<file path="src/rtl/rgb_pkg.sv">
// Shared types and lookup helpers for the RGB colour-wheel fade driver.
// Phase encoding, per-phase ramp channel/direction, and LED pin levels.
package rgb_pkg;

   typedef enum logic [2:0] {
      G_UP = 3'd0,
      R_DN = 3'd1,
      B_UP = 3'd2,
      G_DN = 3'd3,
      R_UP = 3'd4,
      B_DN = 3'd5
   } phase_e;

   localparam logic [1:0] CH_R = 2'd0;
   localparam logic [1:0] CH_G = 2'd1;
   localparam logic [1:0] CH_B = 2'd2;

   localparam logic LED_ON  = 1'b0;
   localparam logic LED_OFF = 1'b1;

   function automatic logic [1:0] phase_chan(input phase_e p);
      case (p)
         G_UP, G_DN: phase_chan = CH_G;
         R_DN, R_UP: phase_chan = CH_R;
         B_UP, B_DN: phase_chan = CH_B;
         default:    phase_chan = CH_G;
      endcase
   endfunction

   // 1 = the selected channel ramps up towards full duty
   function automatic logic phase_up(input phase_e p);
      case (p)
         G_UP, B_UP, R_UP: phase_up = 1'b1;
         R_DN, G_DN, B_DN: phase_up = 1'b0;
         default:          phase_up = 1'b1;
      endcase
   endfunction

   function automatic phase_e phase_next(input phase_e p);
      case (p)
         G_UP:    phase_next = R_DN;
         R_DN:    phase_next = B_UP;
         B_UP:    phase_next = G_DN;
         G_DN:    phase_next = R_UP;
         R_UP:    phase_next = B_DN;
         B_DN:    phase_next = G_UP;
         default: phase_next = G_UP;
      endcase
   endfunction

endpackage

</file>
<file path="src/rtl/rgb_pwm_out.sv">
// Registered three-channel PWM compare stage driving active-low LED pins.
// A pin is on while the shared counter is below that channel's duty.
module rgb_pwm_out
   import rgb_pkg::*;
#(
   parameter int PWM_BITS = 8
) (
   input  logic                i_clk,
   input  logic                i_rst,
   input  logic [PWM_BITS-1:0] i_pwm_cnt,
   input  logic [PWM_BITS-1:0] i_duty_r,
   input  logic [PWM_BITS-1:0] i_duty_g,
   input  logic [PWM_BITS-1:0] i_duty_b,
   input  logic                i_blank,
   output logic                o_led_r,
   output logic                o_led_g,
   output logic                o_led_b
);

   // Compare and blank, one clock of latency to the pins
   always_ff @(posedge i_clk or posedge i_rst) begin
      if (i_rst) begin
         o_led_r <= LED_OFF;
         o_led_g <= LED_OFF;
         o_led_b <= LED_OFF;
      end else if (i_blank) begin
         o_led_r <= LED_OFF;
         o_led_g <= LED_OFF;
         o_led_b <= LED_OFF;
      end else begin
         o_led_r <= (i_pwm_cnt < i_duty_r) ? LED_ON : LED_OFF;
         o_led_g <= (i_pwm_cnt < i_duty_g) ? LED_ON : LED_OFF;
         o_led_b <= (i_pwm_cnt < i_duty_b) ? LED_ON : LED_OFF;
      end
   end

endmodule

</file>
<file path="src/rtl/rgb_fade_driver.sv">
// Colour-wheel fade generator for the iCE40-UP5K RGB LED: a step prescaler
// drives a 6-phase FSM that ramps one duty at a time into a shared PWM stage.
module rgb_fade_driver
   import rgb_pkg::*;
#(
   parameter int PWM_BITS = 8,
   parameter int STEP_DIV = 46875
) (
   input  logic       clk,
   input  logic       rst,
   input  logic       en,
   input  logic       blank,
   output logic       led_red,
   output logic       led_green,
   output logic       led_blue,
   output logic [2:0] phase
);

   localparam int                  PS_W    = (STEP_DIV > 2) ? $clog2(STEP_DIV) : 1;
   localparam logic [PS_W-1:0]     PS_LAST = PS_W'(STEP_DIV - 1);
   localparam logic [PS_W-1:0]     PS_ONE  = PS_W'(1);
   localparam logic [PWM_BITS-1:0] DMAX    = {PWM_BITS{1'b1}};
   localparam logic [PWM_BITS-1:0] DZERO   = {PWM_BITS{1'b0}};
   localparam logic [PWM_BITS-1:0] ONE     = PWM_BITS'(1);

   logic [PS_W-1:0]     r_prescaler;
   logic [PWM_BITS-1:0] r_pwm_cnt;
   logic [PWM_BITS-1:0] r_duty_r, r_duty_g, r_duty_b;
   phase_e              r_phase;

   logic                w_tick;
   logic [1:0]          w_sel;
   logic                w_up;
   logic [PWM_BITS-1:0] w_cur, w_step, w_target;
   logic [PWM_BITS-1:0] w_next_duty_r, w_next_duty_g, w_next_duty_b;
   phase_e              w_next_phase;

   assign w_tick = en & (r_prescaler == PS_LAST);
   assign phase  = r_phase;

   // Free-running PWM counter and en-gated step prescaler
   always_ff @(posedge clk or posedge rst) begin
      if (rst) begin
         r_pwm_cnt   <= DZERO;
         r_prescaler <= '0;
      end else begin
         r_pwm_cnt <= r_pwm_cnt + ONE;
         if (en) begin
            r_prescaler <= w_tick ? '0 : (r_prescaler + PS_ONE);
         end else begin
            r_prescaler <= r_prescaler;
         end
      end
   end

   // Phase and duty state register
   always_ff @(posedge clk or posedge rst) begin
      if (rst) begin
         r_phase  <= G_UP;
         r_duty_r <= DMAX;
         r_duty_g <= DZERO;
         r_duty_b <= DZERO;
      end else begin
         r_phase  <= w_next_phase;
         r_duty_r <= w_next_duty_r;
         r_duty_g <= w_next_duty_g;
         r_duty_b <= w_next_duty_b;
      end
   end

   // Next-state: step the active channel; advance phase when it lands on target
   always_comb begin
      w_next_phase  = r_phase;
      w_next_duty_r = r_duty_r;
      w_next_duty_g = r_duty_g;
      w_next_duty_b = r_duty_b;
      w_sel         = phase_chan(r_phase);
      w_up          = phase_up(r_phase);
      case (w_sel)
         CH_R:    w_cur = r_duty_r;
         CH_G:    w_cur = r_duty_g;
         CH_B:    w_cur = r_duty_b;
         default: w_cur = r_duty_g;
      endcase
      w_step   = w_up ? (w_cur + ONE) : (w_cur - ONE);
      w_target = w_up ? DMAX : DZERO;
      if (w_tick) begin
         case (w_sel)
            CH_R:    w_next_duty_r = w_step;
            CH_G:    w_next_duty_g = w_step;
            CH_B:    w_next_duty_b = w_step;
            default: w_next_duty_g = r_duty_g;
         endcase
         if (w_step == w_target) begin
            w_next_phase = phase_next(r_phase);
         end else begin
            w_next_phase = r_phase;
         end
      end else begin
         w_next_phase = r_phase;
      end
   end

   rgb_pwm_out #(
      .PWM_BITS (PWM_BITS)
   ) u_pwm_out (
      .i_clk     (clk),
      .i_rst     (rst),
      .i_pwm_cnt (r_pwm_cnt),
      .i_duty_r  (r_duty_r),
      .i_duty_g  (r_duty_g),
      .i_duty_b  (r_duty_b),
      .i_blank   (blank),
      .o_led_r   (led_red),
      .o_led_g   (led_green),
      .o_led_b   (led_blue)
   );

endmodule
</file>
<file path="config.mk">
export PLATFORM = sky130hd
export DESIGN_NAME = rgb_fade_driver
export DESIGN_NICKNAME = d
export VERILOG_FILES = /design/src/rtl/rgb_pkg.sv /design/src/rtl/rgb_pwm_out.sv /design/src/rtl/rgb_fade_driver.sv
export SDC_FILE = /design/constraint.sdc
export NUM_CORES = 1
export LEC_CHECK = 0
export CAP_MARGIN = 20
export CELL_PAD_IN_SITES_DETAIL_PLACEMENT = 1
export CELL_PAD_IN_SITES_GLOBAL_PLACEMENT = 1
export CORE_AREA = 2 2 81 103
export DETAILED_ROUTE_END_ITERATION = 7
export DIE_AREA = 0 0 83 105
export GPL_ROUTABILITY_DRIVEN = 0
export PLACE_DENSITY = 0.9
export SLEW_MARGIN = 20
export SYNTH_ARGS = -nofsm -noshare
export SYNTH_HDL_FRONTEND = slang
export SYNTH_SLANG_ARGS = --single-unit
</file>
<file path="constraint.sdc">
create_clock -name clk -period 4.4 [get_ports clk]
set_input_delay 0.44 -clock clk [delete_from_list [all_inputs] [get_ports clk]]
set_output_delay 0.44 -clock clk [all_outputs]
set_load 0.02 [all_outputs]
</file>
==> out/results.env <==
SYNTH_TOP_CELL_BY_AREA='sky130_fd_sc_hd__dfrtp_1'
CTS-ROOT-TO-SINK-BUFFERS=2
DESIGN.CORE.AREA_MM2=0.007702
MAXIMUM_ACHIEVABLE_FREQUENCY_MHz=248.7
SLEW_VIOL_FINAL=0
DRT_PASS1_ITERATIONS=4
DRT_WL_TOTAL_MM=9.771
NUMBER_OF_INSERTED_DIODES=0
SETUP_VIOLATING_ENDPOINT_COUNT_IN_THE_FINAL_REPORT=0
LAYOUT.NETS=448
NET-SWITCHING-POWER_uW=251.0
CRITICAL_PATH.ENDPOINT_TYPE='flop'
CLOCKROOTBUFFER='sky130_fd_sc_hd__clkbuf_8'
CRITICAL_PATH_REQUIRED_PS=4630
STANDBY_LEAKAGE_POWER_nW=1.749
HPWLAFTERDP_MM=7.453
CORE.ROWCOUNT=36
YOSYS_WARNINGS=0
SLEW_HEADROOM_PCT=35.99
DRT.ANTENNA.VIOLATING_NETS=0
SYNTH.CELL_AREA_MM2=0.003621
COMBINATIONALPOWERSHARE_PCT=8.6
TIMING_WORST_SLEW_PIN_VALUE_PS=953.0
PLACE_INST=501
POST_SYNTH_MOST_FREQUENT_CELLS='43 x sky130_fd_sc_hd__dfrtp_1, 39 x sky130_fd_sc_hd__nor2_1, 33 x sky130_fd_sc_hd__nand2_1, 30 x sky130_fd_sc_hd__ha_1, 29 x sky130_fd_sc_hd__inv_1'
YS_ASYNC_SR_FRACTION_PCT=100.0
GLOBALROUTE.BUSIESTLAYER='met2'
CELLINTERNALPOWER_uW=673.7
OUTCOME='finished clean'
POST-SYNTH-TOP-AREA-FRACTION_PCT=29.72
DETAILROUTE.VIA_COUNT=3074
SYNTH_FLOP_CELL='sky130_fd_sc_hd__dfrtp_1'
GRT_USE_MET1_PCT=25.73
CRITICAL_PATH_STARTPOINT='phase[1]'
FP.DIEH_UM=105
POST_CTS_HOLD_BUFFER_COUNT=0
CTS.REPORTEDPATHS.CLKPINSLEW_PS=100
GLOBAL_ROUTE.USAGE.MET2_PCT=44.35
SYNTH_NETS=442
CLOCK_POWER_SHARE_PCT=31.0
YOSYSSEQAREASHARE_PCT=37.70
POST_SYNTH_MAIN_AREA_CONTRIBUTORS='sky130_fd_sc_hd__dfrtp_1 30%, sky130_fd_sc_hd__ha_1 10%, sky130_fd_sc_hd__dfstp_2 8.0%'
SYNTHDISTINCTLIBCELLS=58
NFILLCELLS=895
DRT_FIRST_ITER_VIOLATIONS=129
CTS_TREE='done'
POST_SYNTH_EDFFS=0
WORST_PATH_ARRIVAL_PS=4250
YOSYS.CELL_COUNT.TOP_TYPE='sky130_fd_sc_hd__dfrtp_1'
CRIT_PATH_START_KIND='flop'
GRT_START_MAX_NET_PINS=29
CRIT_PATH_MAX_FANOUT=16
INITIAL_ANTENNA_VIOLATION_COUNT=0
BUFFER_PORTS.INSERTED=9
CLOCK-SKEW-FINAL_PS=8.012
DIE_AREA_MM2=0.008715
CTS_HTREE_LEVELS=2
VIA_COUNT_OF_THE_FIRST_GLOBAL_ROUTING_PASS=3390
DRIVE_GT1_SHARE_PCT=11.35
GRT_USAGE_PCT=23.39
EFFECTIVE_UTILIZATION_AT_FLOORPLAN_PCT=47.01
POST_ROUTE_NON_FILLER_STANDARD_CELL_COUNT=509
GRT_PASS1_WL_MM=16.35
FINALCRITPERIODSHARE_PCT=91.40
PIN_COUNT=10
AREAGROWTHSYNTHTOFINISH_PCT=8.086
DIE_W_UM=83
CRITICALPATHCATEGORY='flop to flop'
P_PER_AREA_mW_PER_MM2=236.3
SYN-MEAN-INSTANCE-AREA_UM2=8.897
WORST_IR_DROP_VDD_mV=0.2054
WORSTSKEWPAIRLATENCY_PS=310
DRCVIOLATIONCOUNT=0
POST_DRT_WL_PER_CELL_UM=19.20
REG2REG_FROM='phase[1]'
MAXCAPVIOLATIONS=0
P_TOTAL_uW=924.7
GRT-OVFL-TOTAL=0
SEQ_POWER_SHARE_PCT=60.4
TRITONCTS.NUM_BUFFERS=5
SYNTHESIS.INSTANCES=407
HOLD_PATH_CLASS='input pin to async pin'
MET3_USAGE_PCT=2.686
FINALCRITICALPERIOD_PS=4022
CTS_SINKS=54
ROUTED_VIA_DENSITY=6.039
TIMING.FINAL.HOLD_VIOLATIONS=0
POST_CTS_RESIZED=0
POWER.SWITCHING_FRACTION_PCT=27.14
SYNTH_SEQ_CELLS=54
CTS_POST_SETUP_BUFFERS_INSERTED=0
-- cell type report --
type / instances / area [um2] / share of cell area (%)
inverter: 30 / 112.6 / 2.877
tap: 95 / 118.9 / 3.037
clock buffer: 6 / 72.57 / 1.854
clock inverter: 2 / 13.76 / 0.3517
multi-input combinational: 306 / 2088 / 53.36
sequential: 54 / 1365 / 34.88
timing repair buffer: 16 / 142.6 / 3.645
-- critical path: stages, from the launching register on --
cell and delay [ps]:
sky130_fd_sc_hd__dfrtp_1 700, sky130_fd_sc_hd__nor2b_4 100, sky130_fd_sc_hd__a21oi_2 410, sky130_fd_sc_hd__nor2_1 100, sky130_fd_sc_hd__a211oi_1 370, sky130_fd_sc_hd__ha_1 350
sky130_fd_sc_hd__a21oi_1 360, sky130_fd_sc_hd__o21ai_0 240, sky130_fd_sc_hd__o41ai_1 360, sky130_fd_sc_hd__and3b_1 310, sky130_fd_sc_hd__nor2_2 210, sky130_fd_sc_hd__nand3_1 130
sky130_fd_sc_hd__a221oi_2 300
-- cell usage in the layout, fill, tap and decap left out, types with 13 or more instances in the layout --
| cell | n |
|---|---|
| sky130_fd_sc_hd__inv_1 | 28 |
| sky130_fd_sc_hd__nand3_1 | 15 |
| sky130_fd_sc_hd__a21oi_1 | 22 |
| sky130_fd_sc_hd__ha_1 | 30 |
| sky130_fd_sc_hd__o21ai_0 | 20 |
| sky130_fd_sc_hd__xor2_1 | 13 |
| sky130_fd_sc_hd__nor2_1 | 39 |
| sky130_fd_sc_hd__nand2_1 | 33 |
| sky130_fd_sc_hd__dfrtp_1 | 43 |
-- per-layer routing --
metal | wire length, um | vias to the layer above
met3 | 253 | 29
met1 | 3787 | 1538
li1 | - | 1442
met5 | 0 | -
met2 | 5335 | 65
met4 | 394 | 0
-- path summary, 6_finish.rpt --
path,to,slack (ps),cells past startpoint
max in group asynchronous,r_duty_r[2],3050,3
min,r_duty_b[3],500,2
min reg2reg,r_duty_r[1],520,2
max,phase[1],380,12
max reg2reg,phase[1],380,12
min in group clk,r_duty_r[1],520,2
-- sequential cells by signal (all words and copies together), names as in the netlist --
signal             count
r_prescaler           16
r_duty_b               8
r_duty_g               8
r_duty_r               8
r_pwm_cnt              8
phase                  3
u_pwm_out.o_led_b      1
u_pwm_out.o_led_g      1
u_pwm_out.o_led_r      1
-- power by group through the flow --
| stage | sequential [mW] | clock [mW] | combinational (mW) |
|---|---|---|---|
| 2_1_floorplan | 0.560 | 0 | 0.0568 |
| 3_3_place_gp | 0.564 | 0 | 0.0745 |
| 3_5_place_dp | 0.567 | 0 | 0.0811 |
| 4_1_cts | 0.558 | 0.290 | 0.0817 |
| 5_1_grt | 0.563 | 0.309 | 0.0913 |
| 6_report | 0.559 | 0.286 | 0.0798 |
-- metrics by stage --
step | cell area, um2 | setup slack (ps) | TNS [ps] | util, % | hold WS, ps
floorplan | 3621 | 817.1 | 0 | - | 464.5
global placement | 3824 | 545.6 | 0 | 49.64 | 480.7
detailed placement | 3824 | 239.5 | 0 | 49.64 | 510.5
CTS | 3910 | 197.0 | 0 | 50.76 | 519.6
global route | 3914 | -15.94 | -15.94 | 50.81 | 538.3
finish | 3914 | 378.4 | 0 | 50.81 | 501.9
-- cells by family (layout without fill, tap and decap cells) --
family                     Yosys count  in the layout  share of synthesized area, %
AOI/OAI and AO/OA                   96             96                         17.52
xor gates and xnor gates            24             24                         5.805
adders and majority gates           31             31                         10.92
buffers and inverters               47             54                         5.321
DFF                                 54             54                         37.70
muxes                                8              8                         2.384
and+or+nand+nor                    147            147                         20.35
Power figures use the tool's default switching activity.
